<file path="src/rtl/seg7_digit_sequencer.sv">
// Shows an 8-bit unsigned value on one seven-segment digit, most significant
// non-zero decimal digit first. Binary-to-BCD conversion is done serially with
// double-dabble, then each digit is shown for DIGIT_TICKS cycles with blank
// gaps between digits and a longer blank pause after the ones digit.
//
//   state   | meaning
//   --------+-----------------------------------------------------------
//   IDLE    | display blank, waiting for load
//   CONVERT | 8 double-dabble shift cycles, display blank, load ignored
//   SHOW    | current BCD nibble on the display for DIGIT_TICKS cycles
//   GAP     | blank for GAP_TICKS cycles between digits
//   PAUSE   | blank for 4*GAP_TICKS cycles after the ones digit; done on last
module seg7_digit_sequencer #(
   parameter int DIGIT_TICKS = 1000,
   parameter int GAP_TICKS   = 250,
   parameter bit REPEAT      = 1'b1
) (
   input  logic       clk,
   input  logic       rst_n,
   input  logic [7:0] value,
   input  logic       load,
   output logic [3:0] digit,
   output logic [1:0] digit_pos,
   output logic       busy,
   output logic       done
);

   localparam int PAUSE_TICKS = 4 * GAP_TICKS;
   localparam int MAX_TICKS   = (DIGIT_TICKS > PAUSE_TICKS) ? DIGIT_TICKS : PAUSE_TICKS;
   localparam int TW          = $clog2(MAX_TICKS) + 1;

   localparam logic [TW-1:0] DIGIT_LAST = TW'(DIGIT_TICKS - 1);
   localparam logic [TW-1:0] GAP_LAST   = TW'(GAP_TICKS - 1);
   localparam logic [TW-1:0] PAUSE_LAST = TW'(PAUSE_TICKS - 1);
   localparam logic [TW-1:0] TICK_ONE   = TW'(1);

   typedef enum logic [2:0] {
      S_IDLE    = 3'd0,
      S_CONVERT = 3'd1,
      S_SHOW    = 3'd2,
      S_GAP     = 3'd3,
      S_PAUSE   = 3'd4
   } state_t;

   state_t          state, state_nxt;
   logic [7:0]      bin, bin_nxt;
   logic [11:0]     bcd, bcd_nxt, bcd_adj;
   logic [2:0]      iter, iter_nxt;
   logic [TW-1:0]   tick, tick_nxt;
   logic [1:0]      pos, pos_nxt;
   logic            load_ok;

   logic [3:0]      digit_nxt;
   logic [1:0]      digit_pos_nxt;
   logic            busy_nxt;
   logic            done_nxt;

   function automatic logic [3:0] add3(input logic [3:0] n);
      return (n >= 4'd5) ? (n + 4'd3) : n;
   endfunction

   // Place of the most significant non-zero digit; a zero value shows the ones place.
   function automatic logic [1:0] first_place(input logic [11:0] b);
      logic [1:0] p;
      if (b[11:8] != 4'd0)
         p = 2'd2;
      else if (b[7:4] != 4'd0)
         p = 2'd1;
      else
         p = 2'd0;
      return p;
   endfunction

   // State and datapath registers.
   always_ff @(posedge clk or negedge rst_n) begin
      if (!rst_n) begin
         state <= S_IDLE;
         bin   <= 8'd0;
         bcd   <= 12'd0;
         iter  <= 3'd0;
         tick  <= '0;
         pos   <= 2'd0;
      end else begin
         state <= state_nxt;
         bin   <= bin_nxt;
         bcd   <= bcd_nxt;
         iter  <= iter_nxt;
         tick  <= tick_nxt;
         pos   <= pos_nxt;
      end
   end

   // Next-state, conversion step and phase timing; an accepted load overrides all.
   always_comb begin
      state_nxt = state;
      bin_nxt   = bin;
      bcd_nxt   = bcd;
      iter_nxt  = iter;
      tick_nxt  = tick + TICK_ONE;
      pos_nxt   = pos;
      bcd_adj   = {add3(bcd[11:8]), add3(bcd[7:4]), add3(bcd[3:0])};
      load_ok   = load && (state != S_CONVERT);

      case (state)
         S_IDLE: begin
            tick_nxt = '0;
         end
         S_CONVERT: begin
            tick_nxt = '0;
            bcd_nxt  = {bcd_adj[10:0], bin[7]};
            bin_nxt  = {bin[6:0], 1'b0};
            iter_nxt = iter + 3'd1;
            if (iter == 3'd7) begin
               state_nxt = S_SHOW;
               pos_nxt   = first_place({bcd_adj[10:0], bin[7]});
            end
         end
         S_SHOW: begin
            if (tick == DIGIT_LAST) begin
               tick_nxt  = '0;
               state_nxt = (pos == 2'd0) ? S_PAUSE : S_GAP;
            end
         end
         S_GAP: begin
            if (tick == GAP_LAST) begin
               tick_nxt  = '0;
               state_nxt = S_SHOW;
               pos_nxt   = pos - 2'd1;
            end
         end
         S_PAUSE: begin
            if (tick == PAUSE_LAST) begin
               tick_nxt = '0;
               if (REPEAT) begin
                  state_nxt = S_SHOW;
                  pos_nxt   = first_place(bcd);
               end else begin
                  state_nxt = S_IDLE;
               end
            end
         end
         default: begin
            state_nxt = S_IDLE;
            tick_nxt  = '0;
         end
      endcase

      if (load_ok) begin
         state_nxt = S_CONVERT;
         bin_nxt   = value;
         bcd_nxt   = 12'd0;
         iter_nxt  = 3'd0;
         tick_nxt  = '0;
         pos_nxt   = 2'd0;
      end
   end

   // Output values for the coming cycle, derived from where the FSM is going.
   always_comb begin
      digit_nxt     = 4'hF;
      digit_pos_nxt = 2'd0;
      busy_nxt      = (state_nxt != S_IDLE);
      done_nxt      = (state_nxt == S_PAUSE) && (tick_nxt == PAUSE_LAST);
      if (state_nxt == S_SHOW) begin
         digit_pos_nxt = pos_nxt;
         case (pos_nxt)
            2'd2:    digit_nxt = bcd_nxt[11:8];
            2'd1:    digit_nxt = bcd_nxt[7:4];
            default: digit_nxt = bcd_nxt[3:0];
         endcase
      end
   end

   // Registered outputs so the decoder never sees combinational glitches.
   always_ff @(posedge clk or negedge rst_n) begin
      if (!rst_n) begin
         digit     <= 4'hF;
         digit_pos <= 2'd0;
         busy      <= 1'b0;
         done      <= 1'b0;
      end else begin
         digit     <= digit_nxt;
         digit_pos <= digit_pos_nxt;
         busy      <= busy_nxt;
         done      <= done_nxt;
      end
   end

endmodule

</file>
<file path="config.mk">
export PLATFORM = sky130hd
export DESIGN_NAME = seg7_digit_sequencer
export DESIGN_NICKNAME = d
export VERILOG_FILES = /design/src/rtl/seg7_digit_sequencer.sv
export SDC_FILE = /design/constraint.sdc
export NUM_CORES = 1
export LEC_CHECK = 0
export BUFFER_PORTS_ARGS = -buffer_cell sky130_fd_sc_hd__buf_2
export CORE_MARGIN = 4
export CORE_UTILIZATION = 60
export CTS_CLUSTER_SIZE = 20
export DETAILED_ROUTE_END_ITERATION = 10
export PLACE_DENSITY = 0.79
export SYNTH_ARGS = -nofsm -noshare
export SYNTH_HDL_FRONTEND = slang
export SYNTH_SLANG_ARGS = --single-unit
</file>
<file path="constraint.sdc">
create_clock -name clk -period 3.45 [get_ports clk]
set_clock_uncertainty 0.05 [all_clocks]
set_input_delay 0.5175 -clock clk [delete_from_list [all_inputs] [get_ports clk]]
set_output_delay 0.5175 -clock clk [all_outputs]
set_load 0.02 [all_outputs]
</file>
==> results.txt, run 1 <==
status -> completed
Final Total Pwr -> 2.280 mW
combinational power share -> 0.471
Tmin final -> 3.013 ns
post-synth top area share -> 0.3909
Starting DRT DRC Count -> 115
Post-Synthesis Cells -> 286
total number of vias -> 2,071
Overflow after GRT -> 0
vias in the first global route -> 1,919
most frequent cells in the layout -> dfrtp_1, nor2_1, nand2_1, buf_2, a21oi_1
total track usage -> 0.2065
WS Path Type -> flip-flop to flip-flop
Core ar. -> 4384 um^2
CP Launch Type -> flip-flop
#FFs+latches synth -> 47
Post-synth EDFFs -> 0
R2R setup slack -> 0.44 ns
total CTS buffers -> 5
Crit path arrival time -> 3.18 ns
area leader, netlist -> dfrtp_1
clock network power share -> 0.156
sw power -> 0.9738 mW
fin crit share -> 0.8734
Mapped Area -> 2753 um^2
net count after synthesis -> 311
Seq pwr share -> 0.374
Slew Limit Headroom -> 0.3286
placed inst area -> 2855 um^2
LEAKAGE -> 1.249 nW
Die Ht -> 75.73 um
CTS Hold Buffers Added -> 0
sequential fraction of the synthesis area -> 0.4291
PortBufs -> 18
Avg Vias per Cell -> 5.867
Unique masters post-synth -> 57
NumNets Final -> 325
layout cell share with drive strength beyond 1 -> 0.1561
Ports -> 19
mean post-synth cell area -> 9.625 um^2
later-pin clock latency in the skew report -> 0.31 ns
n_diodes -> 0
Worst-path clk slew -> 0.09 ns
initial antenna violation count -> 0
largest net degree at the start of global routing -> 48
crit-path max FO -> 6
H-tree depth -> 2
cells along the critical path -> ha_1, or4b_1, or4_4, nor2b_4, o221a_2, a311oi_2, inv_1, ha_1, a22oi_1, o211ai_1
RSZ-0062 raised after global routing -> false
Hold Path Class -> input pin to asynchronous set/reset pin
CP required -> 3.62 ns
fin. max-slew vios -> 0
Die Wd -> 75.73 um
Rows -> 24
TritonRoute pass-1 iters -> 4
maxcap violations -> 0
final hold violation count -> 0
Area growth, synth to finish -> 7.318%
commonest non-fill, non-tap cell in the layout -> dfrtp_1
Fmax achieved -> 0.3319 GHz
Final ANT Viol Nets -> 0
postcts setup bufs -> 0
routed len/inst -> 15.23 um
DR DRC count -> 0
Synth warnings -> 0
Switching Share -> 0.4271
ys flop type -> dfrtp_1
crit end category -> flip-flop
HPWL Detailed -> 3834 um
Die Area -> 5735 um^2
fin area -> 2954 um^2
Critical-path top delay cell -> dfrtp_1
routability cong. -> 0.8976
first-pass GRT wire length -> 8997 um
cell mode on critical path -> ha_1
FILL cells -> 333
peak supply drop -> 0.0004529 V
root buf cell -> clkbuf_8
setup TNS -> 0 ns
Worst-Margin Slew -> 1.007 ns
Clock Sinks -> 47
routed wire length -> 5376 um
CTS-repair resized insts -> 0
Async S/R FF share, synth -> 1.000
Max stage delay on crit path -> 0.45 ns
ranking of synthesized cells by area -> dfrtp_1, ha_1, nor2_1
CTS Buffer Depth -> 2
TritonCTS clock tree -> done
pwr/cell area -> 771.8 nW/um^2
# setup viols final -> 0
Starting Density -> 0.6279
cell internal pwr -> 1.306 mW
[sequential cells by signal, summed over array words and instances (netlist names)]
signal     flops
bcd           12
tick          11
bin            8
digit          4
iter           3
state          3
digit_pos      2
pos            2
busy           1
done           1
[worst max-delay path, delay by kind of cell (launching register included)]
family | cells | cell delay, ns
simple gates | 3 | 1.03
compound gates | 4 | 0.86
flops | 1 | 0.45
fa+ha+maj | 2 | 0.44
buf+inv | 1 | 0.11
[cells in the mapped netlist, types with 2 or more instances]
master     n
nor4_1     2
or3_1      6
nand2b_1   5
nor3_1     3
ha_1      14
nand3b_1   5
or2b_1     2
nand2_1   20
xor2_1     5
dfstp_2    4
a31oi_1    3
or3b_2     2
mux2i_1   10
a22oi_1    4
nor3b_1    7
nand4_1    4
xnor2_1    8
nor2_1    34
o21ai_0   14
inv_1     14
nor2b_1    5
nand3_1    6
mux2_2     3
a21oi_1   15
o31ai_1    5
clkbuf_1   8
o211ai_1   4
dfrtp_1   43
a32o_1     3
[through the flow]
stage	worst slack (ns)	cells	hold WS [ns]	util
6_report	0.4366	353	0.3259	0.6738
5_1_grt	0.2441	353	0.4058	0.6738
4_1_cts	0.4549	353	0.3682	0.6738
3_5_place_dp	0.4608	345	0.4291	0.6513
3_3_place_gp	0.5411	345	0.4203	0.6513
2_1_floorplan	0.6039	286	0.1719	-
[logic make-up after synthesis]
family,share of synthesized area
DFF,0.4291
buffers and inverters,0.04363
muxes,0.04864
and+or+nand+nor,0.2350
adders and majority gates,0.06364
xor gates and xnor gates,0.04136
AOI/OAI and AO/OA,0.1386
[layer usage]
layer  GRT usage  vias up  part of all wire
met2      0.3078       36              0.45
met1      0.2984      981              0.50
met3     0.04485        6             0.041
met5           0        -                 0
met4     0.06990        0             0.012
li1            -     1048                 -
[path summary, 6_finish.rpt]
| check | start | end | depth (start not counted) |
|---|---|---|---|
| worst max-delay path | tick[0] | digit[0] | 10 |
| worst min-delay path | rst_n | bcd[8] | 1 |
| worst max register to register | tick[0] | digit[0] | 10 |
| worst min register to register | iter[0] | iter[0] | 1 |
| max in group asynchronous | rst_n | bcd[1] | 1 |
| min in group clk | value[0] | bin[0] | 3 |
[cell type report]
| class | instances | area, um^2 | area share |
|---|---|---|---|
| Multi-Input combinational cell | 212 | 1451 | 0.4913 |
| Sequential cell | 47 | 1181 | 0.3998 |
| Timing Repair Buffer | 20 | 105.1 | 0.03558 |
| Clock buffer | 6 | 82.58 | 0.02795 |
| Tap cell | 52 | 65.06 | 0.02202 |
| Inverter | 14 | 52.55 | 0.01779 |
| Clock inverter | 2 | 16.27 | 0.005506 |
[power groups by stage]
stage / logic [mW] / registers, mW / clock network (mW)
after floorplan: 0.855 / 0.824 / 0
after global placement: 1.04 / 0.856 / 0
after detailed placement: 1.07 / 0.861 / 0
after CTS: 1.07 / 0.851 / 0.365
after global routing: 1.22 / 0.874 / 0.390
final: 1.07 / 0.852 / 0.355
No activity file was read; power rests on OpenSTA's default activity.
==> run 2: changes to the inputs <==
- clock period: 3.45 -> 2.9 ns (I/O delays scaled with it)
==> run 2 against run 1 <==
The flow now finishes with violations (negative setup slack). Clock power is 45% higher. Register-to-register slack got worse by 0.46 ns. Wire length grew 6.6%. First-iteration DRC count rose by 75%. Highest routed layer unchanged.
==> results.txt, run 2 (synthesized netlist as in run 1, its figures left out) <==
total number of vias -> 2,134 (was 2,071)
Fmax achieved -> 0.3420 GHz (was 0.3319 GHz)
final hold violation count -> 0 (unchanged)
n_diodes -> 0 (unchanged)
cell mode on critical path -> inv_1 (was ha_1)
Layout Utilization -> 0.7032 (was 0.6738)
routed wire length -> 5732 um (was 5376 um)
root buf cell -> clkbuf_8 (unchanged)
worst setup path start -> tick[1] (was tick[0])
Ports -> 19 (unchanged)
# setup viols final -> 1 (was 0)
DP Worst Slack -> -0.04491 ns (was 0.4608 ns)
FILL cells -> 347 (was 333)
Slew Limit Headroom -> 0.3209 (was 0.3286)
layout cell share with drive strength beyond 1 -> 0.1903 (was 0.1561)
total CTS buffers -> 5 (unchanged)
Die Wd -> 75.73 um (unchanged)
Die Area -> 5735 um^2 (unchanged)
Die Ht -> 75.73 um (unchanged)
fin. max-slew vios -> 0 (unchanged)
status -> finished, violations left (was completed)
Final ANT Viol Nets -> 0 (unchanged)
Max stage delay on crit path -> 0.45 ns (about the same)
CP required -> 3.06 ns (was 3.62 ns)
HPWL Detailed -> 3965 um (was 3834 um)
biggest regs -> bcd x12, tick x11, bin x8 (unchanged)
fin area -> 3083 um^2 (was 2954 um^2)
RSZ-0062 raised after global routing -> true (was false)
RR Startpoint -> tick[1] (was tick[0])
NumNets Final -> 334 (was 325)
DR DRC count -> 0 (unchanged)
LEAKAGE -> 1.313 nW (was 1.249 nW)
Crit path arrival time -> 3.09 ns (was 3.18 ns)
Critical-path top delay cell -> or4_4 (was dfrtp_1)
largest net degree at the start of global routing -> 48 (unchanged)
TritonRoute pass-1 iters -> 4 (unchanged)
TritonCTS clock tree -> done (unchanged)
total track usage -> 0.2156 (was 0.2065)
Rows -> 24 (unchanged)
H-tree depth -> 2 (unchanged)
routed len/inst -> 15.83 um (was 15.23 um)
Starting Density -> 0.6279 (unchanged)
Top reg by flops -> bcd (unchanged)
most frequent cells in the layout -> dfrtp_1, nor2_1, nand2_1, buf_2, a21oi_1 (unchanged)
routability cong. -> 0.8909 (was 0.8976)
Overflow after GRT -> 0 (unchanged)
Clock Sinks -> 47 (unchanged)
cells along the critical path -> inv_1, ha_1, or4b_1, or4_4, nor2b_4, o221a_4, a311oi_4, inv_1, ha_2, a22oi_1, o211ai_1 (was ha_1, or4b_1, or4_4, nor2b_4, o221a_2, a311oi_2, inv_1, ha_1, a22oi_1, o211ai_1)
first-pass GRT wire length -> 9404 um (was 8997 um)
WS Path Type -> flip-flop to flip-flop (unchanged)
Area growth, synth to finish -> 12.00% (was 7.318%)
crit end category -> flip-flop (unchanged)
Core ar. -> 4384 um^2 (unchanged)
peak supply drop -> 0.0005306 V (was 0.0004529 V)
failing checks -> negative setup slack
CP Launch Type -> flip-flop (unchanged)
fin crit share -> 1.008 (was 0.8734)
later-pin clock latency in the skew report -> 0.30 ns (was 0.31 ns)
Hold Path Class -> input pin to asynchronous set/reset pin (unchanged)
placed inst area -> 2915 um^2 (was 2855 um^2)
Avg Vias per Cell -> 5.895 (was 5.867)
Worst-Margin Slew -> 1.019 ns (was 1.007 ns)
vias in the first global route -> 2,074 (was 1,919)
PortBufs -> 18 (unchanged)
maxcap violations -> 0 (unchanged)
Starting DRT DRC Count -> 201 (was 115)
setup ws final -> -0.02431 ns (was 0.4366 ns)
max FFs per register -> 12 (unchanged)
crit-path max FO -> 5 (was 6)
commonest non-fill, non-tap cell in the layout -> dfrtp_1 (unchanged)
pwr/cell area -> 953.7 nW/um^2 (was 771.8 nW/um^2)
Worst-path clk slew -> 0.09 ns (about the same)
initial antenna violation count -> 0 (unchanged)
CTS Buffer Depth -> 2 (unchanged)
Tmin final -> 2.924 ns (was 3.013 ns)
[run 2: cell count changes in the layout (fill, tap and decap cells not counted), sizes merged]
cell / delta
buf: +9
bufinv: +1
clkinv: -1
clkinvlp: -1
inv: +1
[run 2: worst paths after layout]
kind | slack [ns] | end | cells past startpoint
max in group asynchronous | 1.93 | bcd[1] | 1
max reg2reg | -0.02 | digit[3] | 11
min in group clk | 0.33 | bin[0] | 3
min reg2reg | 0.44 | iter[0] | 1
max | -0.02 | digit[3] | 11
min | 0.25 | tick[7] | 1
[run 2: cell type report]
class	instances	area, um^2	area share
Sequential cell	47	1181	0.3831
Clock inverter	2	38.79	0.01258
Inverter	14	52.55	0.01705
Clock buffer	6	82.58	0.02679
Timing Repair Buffer	29	172.7	0.05601
Multi-Input combinational cell	212	1490	0.4834
Tap cell	52	65.06	0.02110
[run 2: power breakdown]
part | internal, mW | switching, mW | total [mW]
Clock | 0.284 | 0.230 | 0.513
Sequential | 0.851 | 0.161 | 1.01
Combinational | 0.593 | 0.821 | 1.41
Total | 1.73 | 1.21 | 2.94
[run 2: worst max-delay path, delay by kind of cell (launching register included)]
family | cells | cell delay, ns
AND/OR/NAND/NOR | 3 | 1.03
flip-flops | 1 | 0.38
buffers and inverters | 2 | 0.16
adder cells (fa/ha/maj) | 2 | 0.33
AO/OA/AOI/OAI | 4 | 0.88
[run 2: repair_timing]
item                       4_1_cts  5_1_grt
resized for setup                0        7
setup endpoints to repair        4        4
buffers inserted                 0        1
hold buffers                     0        0
pin swaps                        1        2
[run 2: per-layer routing]
metal | GRT usage | wire length, um | vias up
met5 | 0 | 0 | -
met4 | 0.06214 | 77 | 0
met3 | 0.04354 | 265 | 8
met2 | 0.3308 | 2719 | 46
met1 | 0.3105 | 2669 | 1017
li1 | - | - | 1063
[run 2: metrics by stage]
stage               power, mW  cells  hold slack (ns)  setup TNS [ns]
floorplan               1.998    286          0.08941               0
global placement        2.289    353           0.4210               0
detailed placement      2.330    353           0.4323         -0.1198
CTS                     2.858    361           0.2957               0
global route            3.187    362           0.3283         -0.4122
finish                  2.940    362           0.2454        -0.02431
==> run 3: changes to the inputs <==
- GPL_TIMING_DRIVEN: not set -> 0
==> run 3 against run 2 <==
The flow still finishes with violations (negative setup slack). Count of clock-buffer cells in the layout shrank 1. Combinational power rose by 9%. Hold slack improved by 0.015 ns. Global-route usage is 1.9 points higher. Clock power fell by 22%. Sequential cell count unchanged. Sequential power is essentially flat. Critical path type unchanged. Largest power group unchanged.
==> results.txt, run 3 (synthesized netlist as in run 1, its figures left out) <==
cells along the critical path -> inv_1, ha_2, or4b_4, or4_4, nor2b_4, o221a_4, a311oi_4, buf_4, ha_4, a22oi_2, o211ai_1 (was inv_1, ha_1, or4b_1, or4_4, nor2b_4, o221a_4, a311oi_4, inv_1, ha_2, a22oi_1, o211ai_1)
CP Launch Type -> flip-flop (unchanged)
Die Wd -> 75.73 um (unchanged)
max FFs per register -> 12 (unchanged)
initial antenna violation count -> 0 (unchanged)
WS Path Type -> flip-flop to flip-flop (unchanged)
crit-path max FO -> 4 (was 5)
DP Worst Slack -> -0.2496 ns (was -0.04491 ns)
TritonCTS clock tree -> done (unchanged)
CTS Buffer Depth -> 2 (unchanged)
pwr/cell area -> 940.8 nW/um^2 (was 953.7 nW/um^2)
Critical-path top delay cell -> or4b_4 (was or4_4)
placed inst area -> 2908 um^2 (was 2915 um^2)
Starting DRT DRC Count -> 185 (was 201)
Fmax achieved -> 0.3305 GHz (was 0.3420 GHz)
routed wire length -> 5977 um (was 5732 um)
crit end category -> flip-flop (unchanged)
combinational power share -> 0.525 (was 0.481)
Crit path arrival time -> 3.20 ns (was 3.09 ns)
fin crit share -> 1.043 (was 1.008)
Worst-path clk slew -> 0.10 ns (was 0.09 ns)
largest net degree at the start of global routing -> 48 (unchanged)
met3 usage -> 0.03694 (was 0.04354)
Top reg by flops -> bcd (unchanged)
grt met1 use -> 0.3229 (was 0.3105)
dpl cells -> 356 (was 353)
total track usage -> 0.2345 (was 0.2156)
setup ws final -> -0.1259 ns (was -0.02431 ns)
Largest delay share family, worst path -> simple AND/OR/NAND/NOR gates (unchanged)
Rows -> 24 (unchanged)
total number of vias -> 2,210 (was 2,134)
Avg Vias per Cell -> 5.957 (was 5.895)
FILL cells -> 331 (was 347)
# setup viols final -> 4 (was 1)
NumNets Final -> 343 (was 334)
Slew Limit Headroom -> 0.3019 (was 0.3209)
later-pin clock latency in the skew report -> 0.30 ns (about the same)
status -> finished, violations left (unchanged)
biggest regs -> bcd x12, tick x11, bin x8 (unchanged)
GR Layer Usage met2 -> 0.3768 (was 0.3308)
CP required -> 3.07 ns (was 3.06 ns)
Layout Utilization -> 0.7126 (was 0.7032)
n_diodes -> 0 (unchanged)
CTS Hold Buffers Added -> 0 (unchanged)
DR DRC count -> 0 (unchanged)
Clock Sinks -> 47 (unchanged)
sw power -> 1.281 mW (was 1.212 mW)
vias in the first global route -> 2,209 (was 2,074)
Tmin final -> 3.026 ns (was 2.924 ns)
fin area -> 3124 um^2 (was 3083 um^2)
commonest non-fill, non-tap cell in the layout -> dfrtp_1 (unchanged)
root buf cell -> clkbuf_8 (unchanged)
failing checks -> negative setup slack (unchanged)
Final Non-Filler Cells -> 371 (was 362)
Final Total Pwr -> 2.939 mW (was 2.940 mW)
GRT busiest layer -> met2 (unchanged)
Area growth, synth to finish -> 13.50% (was 12.00%)
HPWL Detailed -> 4088 um (was 3965 um)
Multi-input gate area -> 1523 um^2 (was 1490 um^2)
TritonRoute pass-1 iters -> 4 (unchanged)
Final ANT Viol Nets -> 0 (unchanged)
Hold Path Class -> input pin to asynchronous set/reset pin (unchanged)
final hold violation count -> 0 (unchanged)
Overflow after GRT -> 0 (unchanged)
most frequent cells in the layout -> dfrtp_1, nor2_1, nand2_1, buf_2, a21oi_1 (unchanged)
clock network power share -> 0.137 (was 0.175)
fin. max-slew vios -> 0 (unchanged)
Worst-Margin Slew -> 1.047 ns (was 1.019 ns)
PortBufs -> 18 (unchanged)
layout cell share with drive strength beyond 1 -> 0.2132 (was 0.1903)
RSZ-0062 raised after global routing -> true (unchanged)
Core ar. -> 4384 um^2 (unchanged)
FF/Latch Area -> 1181 um^2 (unchanged)
Max stage delay on crit path -> 0.46 ns (was 0.45 ns)
cell internal pwr -> 1.658 mW (was 1.728 mW)
total CTS buffers -> 5 (unchanged)
Switching Share -> 0.4358 (was 0.4124)
Die Area -> 5735 um^2 (unchanged)
routability cong. -> 0.8470 (was 0.8909)
Ports -> 19 (unchanged)
Worst Path Buf+Inv -> 2 (unchanged)
routed len/inst -> 16.11 um (was 15.83 um)
first-pass GRT wire length -> 10,300 um (was 9404 um)
peak supply drop -> 0.0005064 V (was 0.0005306 V)
H-tree depth -> 2 (unchanged)
maxcap violations -> 0 (unchanged)
LEAKAGE -> 1.312 nW (was 1.313 nW)
Seq pwr share -> 0.339 (was 0.344)
Starting Density -> 0.6279 (unchanged)
Die Ht -> 75.73 um (unchanged)
-- run 3: cell count changes in the layout (fill, tap and decap cells not counted), sizes merged --
cell | previous run | this run
clkinv | 0 | 1
dlygate4sd1 | 0 | 1
bufinv | 1 | 0
clkinvlp | 0 | 2
inv | 15 | 14
clkbuf | 6 | 13
-- run 3: per-layer routing --
| layer | part of all wire | vias up |
|---|---|---|
| met2 | 0.49 | 66 |
| met4 | 0.018 | 0 |
| met1 | 0.45 | 1050 |
| met5 | 0 | - |
| li1 | - | 1081 |
| met3 | 0.047 | 13 |
-- run 3: what timing repair did --
action,CTS,global route
pin swaps,6,6
setup endpoints to repair,4,4
setup buffers,6,2
resized for setup,15,1
-- run 3: power groups by stage --
stage / logic, mW / clock network [mW] / registers, mW
finish: 1.54 / 0.402 / 0.995
global route: 1.73 / 0.429 / 1.02
CTS: 1.50 / 0.410 / 0.990
detailed placement: 1.33 / 0 / 1.00
global placement: 1.28 / 0 / 0.996
floorplan: 1.02 / 0 / 0.981
-- run 3: area by class of cell --
cell class	count	area share
Buffer	12	0.02042
Clock buffer	5	0.02203
Clock inverter	3	0.006408
Inverter	14	0.01682
Multi-Input combinational cell	212	0.4874
Sequential cell	47	0.3781
Tap cell	52	0.02082
Timing Repair Buffer	26	0.04806
-- run 3: worst paths after layout --
kind                          start       end  slack (ns)  depth (start not counted)
max                         tick[1]  digit[1]       -0.13                         11
max in group asynchronous     rst_n   tick[4]        1.88                          1
max reg2reg                 tick[1]  digit[1]       -0.13                         11
min reg2reg                 iter[0]   iter[0]        0.47                          1
min in group clk           value[0]    bin[0]        0.36                          3
min                           rst_n    bcd[7]        0.26                          1
-- run 3: metrics by stage --
step | hold slack, ns | TNS, ns
2_1_floorplan | 0.08941 | 0
3_3_place_gp | 0.4195 | -0.7631
3_5_place_dp | 0.4583 | -0.9473
4_1_cts | 0.2912 | -0.2091
5_1_grt | 0.3387 | -0.5957
6_report | 0.2606 | -0.3106
